### src/rtl/weight_loader_if.sv
// weight_loader_if: load request, weight stream and per-column FIFO write/read bus of the weight loader.
interface weight_loader_if #(
  parameter int SYS_COLS = 4,
  parameter int DW       = 8,
  parameter int DEPTH    = 8,
  parameter int RW       = $clog2(DEPTH + 1)
);
  logic                   start;
  logic [RW-1:0]          num_rows;
  logic                   s_valid;
  logic [DW-1:0]          s_data;
  logic                   s_ready;
  logic [SYS_COLS-1:0]    wr_en;
  logic [SYS_COLS*DW-1:0] wr_data;
  logic                   read;
  logic                   busy;
  logic                   done;
  logic                   err;
  modport master (output start, num_rows, s_valid, s_data,
                  input  s_ready, wr_en, wr_data, read, busy, done, err);
  modport slave  (input  start, num_rows, s_valid, s_data,
                  output s_ready, wr_en, wr_data, read, busy, done, err);
endinterface

### src/rtl/weight_loader.sv
// weight_loader: steers a column-major weight stream into per-column FIFOs, then issues R read strobes.
module weight_loader #(
  parameter int SYS_COLS = 4,
  parameter int DW       = 8,
  parameter int DEPTH    = 8,
  parameter int RW       = $clog2(DEPTH + 1)
) (
  input logic           clk,
  input logic           rst,
  weight_loader_if.slave bus
);
  localparam int CW = SYS_COLS > 1 ? $clog2(SYS_COLS) : 1;
  typedef enum logic [2:0] {IDLE, LOAD, SETTLE, ISSUE, DONE} state_e;
  state_e                 state_q, state_d;
  logic [RW-1:0]          r_q, r_d, row_q, row_d, cnt_q, cnt_d;
  logic [CW-1:0]          col_q, col_d;
  logic [SYS_COLS-1:0]    wr_en_q, wr_en_d;
  logic [SYS_COLS*DW-1:0] wr_data_q, wr_data_d;
  logic                   err_q, err_d;
  logic                   bad_req, last_row, last_col;
  always_comb begin
    bad_req   = bus.num_rows == '0 || int'(bus.num_rows) > DEPTH;
    last_row  = row_q == r_q - 1'b1;
    last_col  = col_q == CW'(SYS_COLS - 1);
    state_d   = state_q;
    r_d       = r_q;
    row_d     = row_q;
    col_d     = col_q;
    cnt_d     = cnt_q;
    wr_en_d   = '0;
    wr_data_d = wr_data_q;
    err_d     = 1'b0;
    case (state_q)
      IDLE: if (bus.start) begin
        err_d   = bad_req;
        state_d = bad_req ? IDLE : LOAD;
        r_d     = bad_req ? r_q : bus.num_rows;
        row_d   = '0;
        col_d   = '0;
      end
      LOAD: if (bus.s_valid) begin
        wr_en_d   = SYS_COLS'(1) << col_q;
        wr_data_d = {SYS_COLS{bus.s_data}};
        row_d     = last_row ? '0 : row_q + 1'b1;
        col_d     = last_row ? (last_col ? '0 : col_q + 1'b1) : col_q;
        state_d   = last_row && last_col ? SETTLE : LOAD;
      end
      // the final write lands during SETTLE, so the first read never races it
      SETTLE: begin
        state_d = ISSUE;
        cnt_d   = r_q;
      end
      ISSUE: begin
        cnt_d   = cnt_q - 1'b1;
        state_d = cnt_q == RW'(1) ? DONE : ISSUE;
      end
      DONE:    state_d = IDLE;
      default: state_d = IDLE;
    endcase
  end
  always_ff @(posedge clk) begin
    if (rst) begin
      state_q   <= IDLE;
      r_q       <= '0;
      row_q     <= '0;
      col_q     <= '0;
      cnt_q     <= '0;
      wr_en_q   <= '0;
      wr_data_q <= '0;
      err_q     <= 1'b0;
    end else begin
      state_q   <= state_d;
      r_q       <= r_d;
      row_q     <= row_d;
      col_q     <= col_d;
      cnt_q     <= cnt_d;
      wr_en_q   <= wr_en_d;
      wr_data_q <= wr_data_d;
      err_q     <= err_d;
    end
  end
  assign bus.s_ready = state_q == LOAD;
  assign bus.read    = state_q == ISSUE;
  assign bus.busy    = state_q != IDLE;
  assign bus.done    = state_q == DONE;
  assign bus.err     = err_q;
  assign bus.wr_en   = wr_en_q;
  assign bus.wr_data = wr_data_q;
endmodule

### src/flat_wrapper.sv
// flat-port wrapper written by rule: the top's interface ports become plain ports
module weight_loader_flat 
#(
  parameter int SYS_COLS = 4,
  parameter int DW       = 8,
  parameter int DEPTH    = 8,
  parameter int RW       = $clog2(DEPTH + 1)
)
  (clk, rst, bus_start, bus_num_rows, bus_s_valid, bus_s_data, bus_s_ready, bus_wr_en, bus_wr_data, bus_read, bus_busy, bus_done, bus_err);
  weight_loader_if #(.SYS_COLS(SYS_COLS), .DW(DW), .DEPTH(DEPTH), .RW(RW)) bus_i ();
  input logic clk;
  input logic rst;
  input wire logic [$bits(bus_i.start)-1:0] bus_start;
  input wire logic [$bits(bus_i.num_rows)-1:0] bus_num_rows;
  input wire logic [$bits(bus_i.s_valid)-1:0] bus_s_valid;
  input wire logic [$bits(bus_i.s_data)-1:0] bus_s_data;
  output wire logic [$bits(bus_i.s_ready)-1:0] bus_s_ready;
  output wire logic [$bits(bus_i.wr_en)-1:0] bus_wr_en;
  output wire logic [$bits(bus_i.wr_data)-1:0] bus_wr_data;
  output wire logic [$bits(bus_i.read)-1:0] bus_read;
  output wire logic [$bits(bus_i.busy)-1:0] bus_busy;
  output wire logic [$bits(bus_i.done)-1:0] bus_done;
  output wire logic [$bits(bus_i.err)-1:0] bus_err;
  assign bus_i.start = bus_start;
  assign bus_i.num_rows = bus_num_rows;
  assign bus_i.s_valid = bus_s_valid;
  assign bus_i.s_data = bus_s_data;
  assign bus_s_ready = bus_i.s_ready;
  assign bus_wr_en = bus_i.wr_en;
  assign bus_wr_data = bus_i.wr_data;
  assign bus_read = bus_i.read;
  assign bus_busy = bus_i.busy;
  assign bus_done = bus_i.done;
  assign bus_err = bus_i.err;
  weight_loader #(.SYS_COLS(SYS_COLS), .DW(DW), .DEPTH(DEPTH), .RW(RW)) u_core (.clk(clk), .rst(rst), .bus(bus_i));
endmodule
### config.mk
export PLATFORM = sky130hd
export DESIGN_NAME = weight_loader_flat
export DESIGN_NICKNAME = d
export VERILOG_FILES = /design/src/rtl/weight_loader_if.sv /design/src/rtl/weight_loader.sv /design/src/flat_wrapper.sv
export SDC_FILE = /design/constraint.sdc
export NUM_CORES = 1
export LEC_CHECK = 0
export CAP_MARGIN = 10
export CORE_MARGIN = 1
export CORE_UTILIZATION = 50
export CTS_CLUSTER_SIZE = 30
export DETAILED_ROUTE_END_ITERATION = 12
export DONT_BUFFER_PORTS = 1
export REMOVE_ABC_BUFFERS = 1
export SLEW_MARGIN = 20
export SYNTH_ARGS = -nofsm -noshare
export SYNTH_HDL_FRONTEND = slang
export SYNTH_SLANG_ARGS = --single-unit
export TNS_END_PERCENT = 20
### constraint.sdc
create_clock -name clk -period 2.6 [get_ports clk]
set_input_delay 0.39 -clock clk [delete_from_list [all_inputs] [get_ports clk]]
set_output_delay 0.39 -clock clk [all_outputs]
set_load 0.01 [all_outputs]
# After elaboration in Yosys (flattened, before gate mapping)
# Index checks and enable logic that the tools add are counted.
word_totals:
  reg_bits: 54
op_classes:
  n_mux: 16
  n_eq_ne: 10
  add_sub_neg: 4
  magnitude_cmp: 1
  reduce_logical: 14
  bitwise_logic: 5
  n_shift: 1
op_table:
  columns: ["op", "count"]
  rows:
  - ["one-hot mux 4 bit (2 select lines)", 2]
  - ["two-way mux 4 bit", 3]
  - ["one-hot mux 3 bit (4 select lines)", 1]
  - ["two-way mux 2 bit", 5]
  - ["two-way mux 3 bit", 3]
  - ["subtractor 4 x 1 -> 4 bit, second input constant", 2]
  - ["== test 3 x 2 -> 1 bit, second input constant", 2]
  - ["AND reduction 3 bit", 2]
  - ["OR reduction 3 bit", 2]
  - ["NOT 1 bit", 5]
  - ["adder 4 x 1 -> 4 bit, second input constant", 1]
  - ["== test 4 x 1 -> 1 bit, second input constant", 1]
  - ["== test 4 bit", 1]
  - ["> comparator 4 bit, second input constant", 1]
  - ["logical NOT 4 bit", 1]
  - ["!= test 2 bit, second input constant", 2]
  - ["one-hot mux 2 bit (2 select lines)", 1]
  - ["AND reduction 2 bit", 2]
  - ["AND reduction 4 bit", 1]
  - ["nonzero test 2 bit", 2]
  - ["left shift 1 x 2 -> 4 bit, first input constant", 1]
  - ["== test 3 x 1 -> 1 bit, second input constant", 1]
  - ["== test 3 bit, second input constant", 1]
  - ["logical NOT 3 bit", 1]
  - ["7 further kinds", 7]

# Logic depth before layout (Yosys ltp)
logic_depth:
  ltp_word: 6
  mapped_depth: 7
  ltp_nobuf: 6

# Worst setup path before layout
# OpenSTA, ideal clock, no wires.
synth_timing:
  path_kind: "register -> register"
  start: "register u_core.r_q[0]"
  end: "register u_core.row_q[3]"
  arrival_ns: 1.640
  path_buffers: 1
  path_slack_ns: 0.837
  setup_ns: 0.123
  path_stages_with_launch: 8
  required_ns: 2.477
  cell_sequence: "dfxtp_1 > inv_1 > ha_1 > xnor2_1 > nor3_1 > buf_2 > a21oi_1 > a311o_2"
synth_via:
  elab_chain_cells: 5
synth_rtl:
  columns: ["element", "line", "text"]
  rows:
  - ["from (decl)", "weight_loader.sv:15", "logic [RW-1:0] r_q, r_d, row_q, row_d, cnt_q, cnt_d;"]
  - ["from (signal assigned)", "weight_loader.sv:73", "r_q <= r_d;"]
  - ["subtractor 4 x 1 -> 4 bit", "weight_loader.sv:23", "last_row = row_q == r_q - 1'b1;"]
  - ["== test 4 bit", "weight_loader.sv:23", null]
  - ["two-way mux 4 bit", "weight_loader.sv:44", "row_d = last_row ? '0 : row_q + 1'b1;"]
  - ["two-way mux 4 bit", "weight_loader.sv:41", "LOAD: if (bus.s_valid) begin"]
  - ["one-hot mux 4 bit (2 select lines)", "weight_loader.sv:33", "case (state_q)"]
  - ["to (signal assigned)", "weight_loader.sv:74", "row_q <= row_d;"]
  - ["to (decl)", "weight_loader.sv:15", null]
# Every way passes these cells. The select of a mux whose other input is x is not followed.
# A chain may end at the register's enable or synchronous reset.

# Worst setup path after layout
layout_timing:
  start: "register u_core.state_q[0]"
  end: "output port bus_s_ready"
layout_via:
  elab_chain_cells: 1
layout_rtl:
  columns: ["element", "line", "text"]
  rows:
  - ["from (decl)", "weight_loader.sv:14", "state_e state_q, state_d;"]
  - ["from (signal assigned)", "weight_loader.sv:72", "state_q <= state_d;"]
  - ["== test 3 x 1 -> 1 bit", "weight_loader.sv:82", "assign bus.s_ready = state_q == LOAD;"]
  - ["to (decl)", "flat_wrapper.sv:17", "output wire logic [$bits(bus_i.s_ready)-1:0] bus_s_ready;"]
# Every way passes these cells.

==> impl_metrics.yaml <==
outcome:
  status: "completed"
timing:
  skew_ns: 0.00449
  finalMaxSlewViolations: 0
  post-route-min-period_ns: 2.01
  fin_hold_ws_ns: 0.121
  rsz0062_at_grt: "no"
  hold_viol: 0
  setup_violations: 0
  max_freq_ghz: 0.497
  setup_ws_ns: 0.587
  min_period_over_period: 0.774
  maxSlewHeadroom: 0.637
  setup_tns_ns: 0
  tightest_slew_ns: 0.543
worst_setup_path:
  cp-start-kind: "flop"
  r2r_end: "u_core.row_q[3]"
  crit_start: "u_core.state_q[0]"
  r2r_slack_ns: 0.64
  r2r_cells: 4
  crit_slowest_cell: "dfxtp_1"
  worstPathRequired_ns: 2.21
  critical-path-top-delay-family: "flip-flops"
  crit_path_end_kind: "output port"
  worstReg2RegStart: "u_core.state_q[0]"
  crit_type: "flop to output port"
  slowest_delay_ns: 0.68
  crit_path_max_fanout: 17
  critPathArrivalTime_ns: 1.62
  path_buf_inv: 1
  path_cells: "or3b_4 > inv_1"
synthesis:
  synthAdderAreaFrac: 0.0377
  synthMuxAreaShare: 0.0248
  netlist.area_leader.share: 0.361
  ys_ff_latch: 30
  synth-simple-area-share: 0.236
  seq_area_frac_synth: 0.361
  synth_cell_types: 42
  synth.cell_area_mm2: 0.00166
  async_reset_ff_frac: 0
  synth_top_family_by_area: "simple AND/OR/NAND/NOR gates"
  yosysWarnings: 0
  synth_compound_area_frac: 0.154
  synthTopCellsByCount: "dfxtp_1, buf_4, nand2_1"
  synth_area_leaders: "dfxtp_1, buf_4, a21oi_1"
  ys.flop_type: "dfxtp_1"
  netlist_instances: 198
  yosysTopAreaCell: "dfxtp_1"
  synth.avg_cell_area_um2: 8.39
  yosysMostFrequentCell: "dfxtp_1"
  synth_edf_count: 0
  synthXorXnorAreaFrac: 0.0354
die:
  core_area_mm2: 0.00310
  dieWidth_um: 59.6
  dieHeight_um: 59.6
  pin_count: 57
  rows: 20
  die-area_mm2: 0.00356
  start_util: 0.535
layout:
  nNetsFinal: 196
  area_growth_pct: -4.74
  drive_gt1_frac: 0.0739
  fill_cells: 321
  seq_area_um2: 601
  multi_input_area_um2: 811
  diodes: 0
  post-route-cell-area_mm2: 0.00158
clocking:
  ctsHoldBuffers: 0
  cts_sinks: 30
  post_cts_buffers: 0
  clk_pin_slew_ns: 0.09
  cts_buffers: 5
  cts_htree_levels: 2
  cts_tree: "built"
  clock_path_buffers: 2
  insertion_delay_ns: 0.33
  cts-root-buf: "clkbuf_4"
  cts_resized: 0
global_routing:
  overflow: 0
  grt_pass1_vias: 1152
  grt_pass1_wl_um: 5170
  antenna_found_initial: 0
  grt_start_max_net_pins: 34
  grtUsageTotal: 0.198
route:
  vias_per_cell: 5.70
  wl_per_cell_um: 14.0
  first_pass_iters: 4
  drc: 0
  drt_iter0_markers: 69
  drtAntennaViolNets: 0
  wl_um: 3080
  num_vias: 1254
power_and_ir_drop:
  power_leakage_nw: 0.605
  pwr_density_cell_mw_per_mm2: 562
  ir_drop_v: 0.000315
placement:
  hpwl_um: 2160
  pre_cts_slack_ns: 0.675
  dpl_cell_area_mm2: 0.00152
  port_buffers: 0
  gp_congestion: 0.768
min_path:
  hold_path_depth: 1
  holdPathEnd: "u_core.row_q[1]"
  min-delay-start: "rst"
  holdCritPathClass: "primary input to flop"
run:
  drv_cap: 0
==> worst max-delay path by stage <==
| stage | end | slack, ns | depth (start not counted) |
|---|---|---|---|
| global route | bus_s_ready | 0.51 | 2 |
| CTS | bus_s_ready | 0.58 | 2 |
| floorplan | u_core.row_q[3] | 0.53 | 6 |
| finish | bus_s_ready | 0.59 | 2 |
| global placement | u_core.row_q[3] | 0.74 | 4 |
| detailed placement | u_core.row_q[3] | 0.68 | 4 |
==> metal layers <==
metal  global-route usage  vias to the layer above  part of all wire
met1                0.249                      581              0.45
met5                    0                        -                 0
met2                0.311                       35              0.48
li1                     -                      633                 -
met3               0.0677                        5             0.062
met4               0.0731                        0             0.015
==> where the power goes <==
part | internal [mW] | switching (mW)
combinational | 0.0425 | 0.0511
clock | 0.131 | 0.158
sequential | 0.473 | 0.0343
==> placed cells by master (no fill, tap or decap), drive strengths merged, types with 4 or more instances in the layout <==
cell,netlist,final
nor3,7,7
dfxtp,30,30
and3,6,6
nand2,23,23
clkbuf,6,7
ha,5,5
inv,9,9
nor2,11,11
nor4,4,4
a21oi,18,18
o21ai,5,5
==> through the flow <==
step / std cells / util / total power [mW]
after floorplan: 165 / - / 0.585
after global placement: 212 / 0.491 / 0.609
after detailed placement: 212 / 0.491 / 0.612
after CTS: 220 / 0.510 / 0.904
after global routing: 220 / 0.510 / 0.937
final: 220 / 0.510 / 0.890
==> flip-flops by register name, indices dropped and copies added, names as in the netlist <==
register	count
u_core.bus.wr_data	8
u_core.bus.wr_en	4
u_core.cnt_q	4
u_core.r_q	4
u_core.row_q	4
u_core.state_q	3
u_core.col_q	2
u_core.bus.err	1
==> cell families (layout without fill, tap and decap cells) <==
group                    count (synthesis)  count (layout)
XOR/XNOR                                 5               5
adder cells (fa/ha/maj)                  5               5
AND/OR/NAND/NOR                         73              73
multiplexers                             4               4
buffers and inverters                   42              20
AO/OA/AOI/OAI                           39              39
flip-flops                              30              30
==> cell type report <==
| type | count | area share |
|---|---|---|
| inverters | 9 | 0.0213 |
| flip-flops and latches | 30 | 0.379 |
| repair buffers | 3 | 0.0142 |
| clock inverters | 1 | 0.00316 |
| multi-input cells | 126 | 0.512 |
| well taps | 44 | 0.0348 |
| clock buffers | 7 | 0.0348 |
Note: power is estimated with default switching activity, not from simulation.
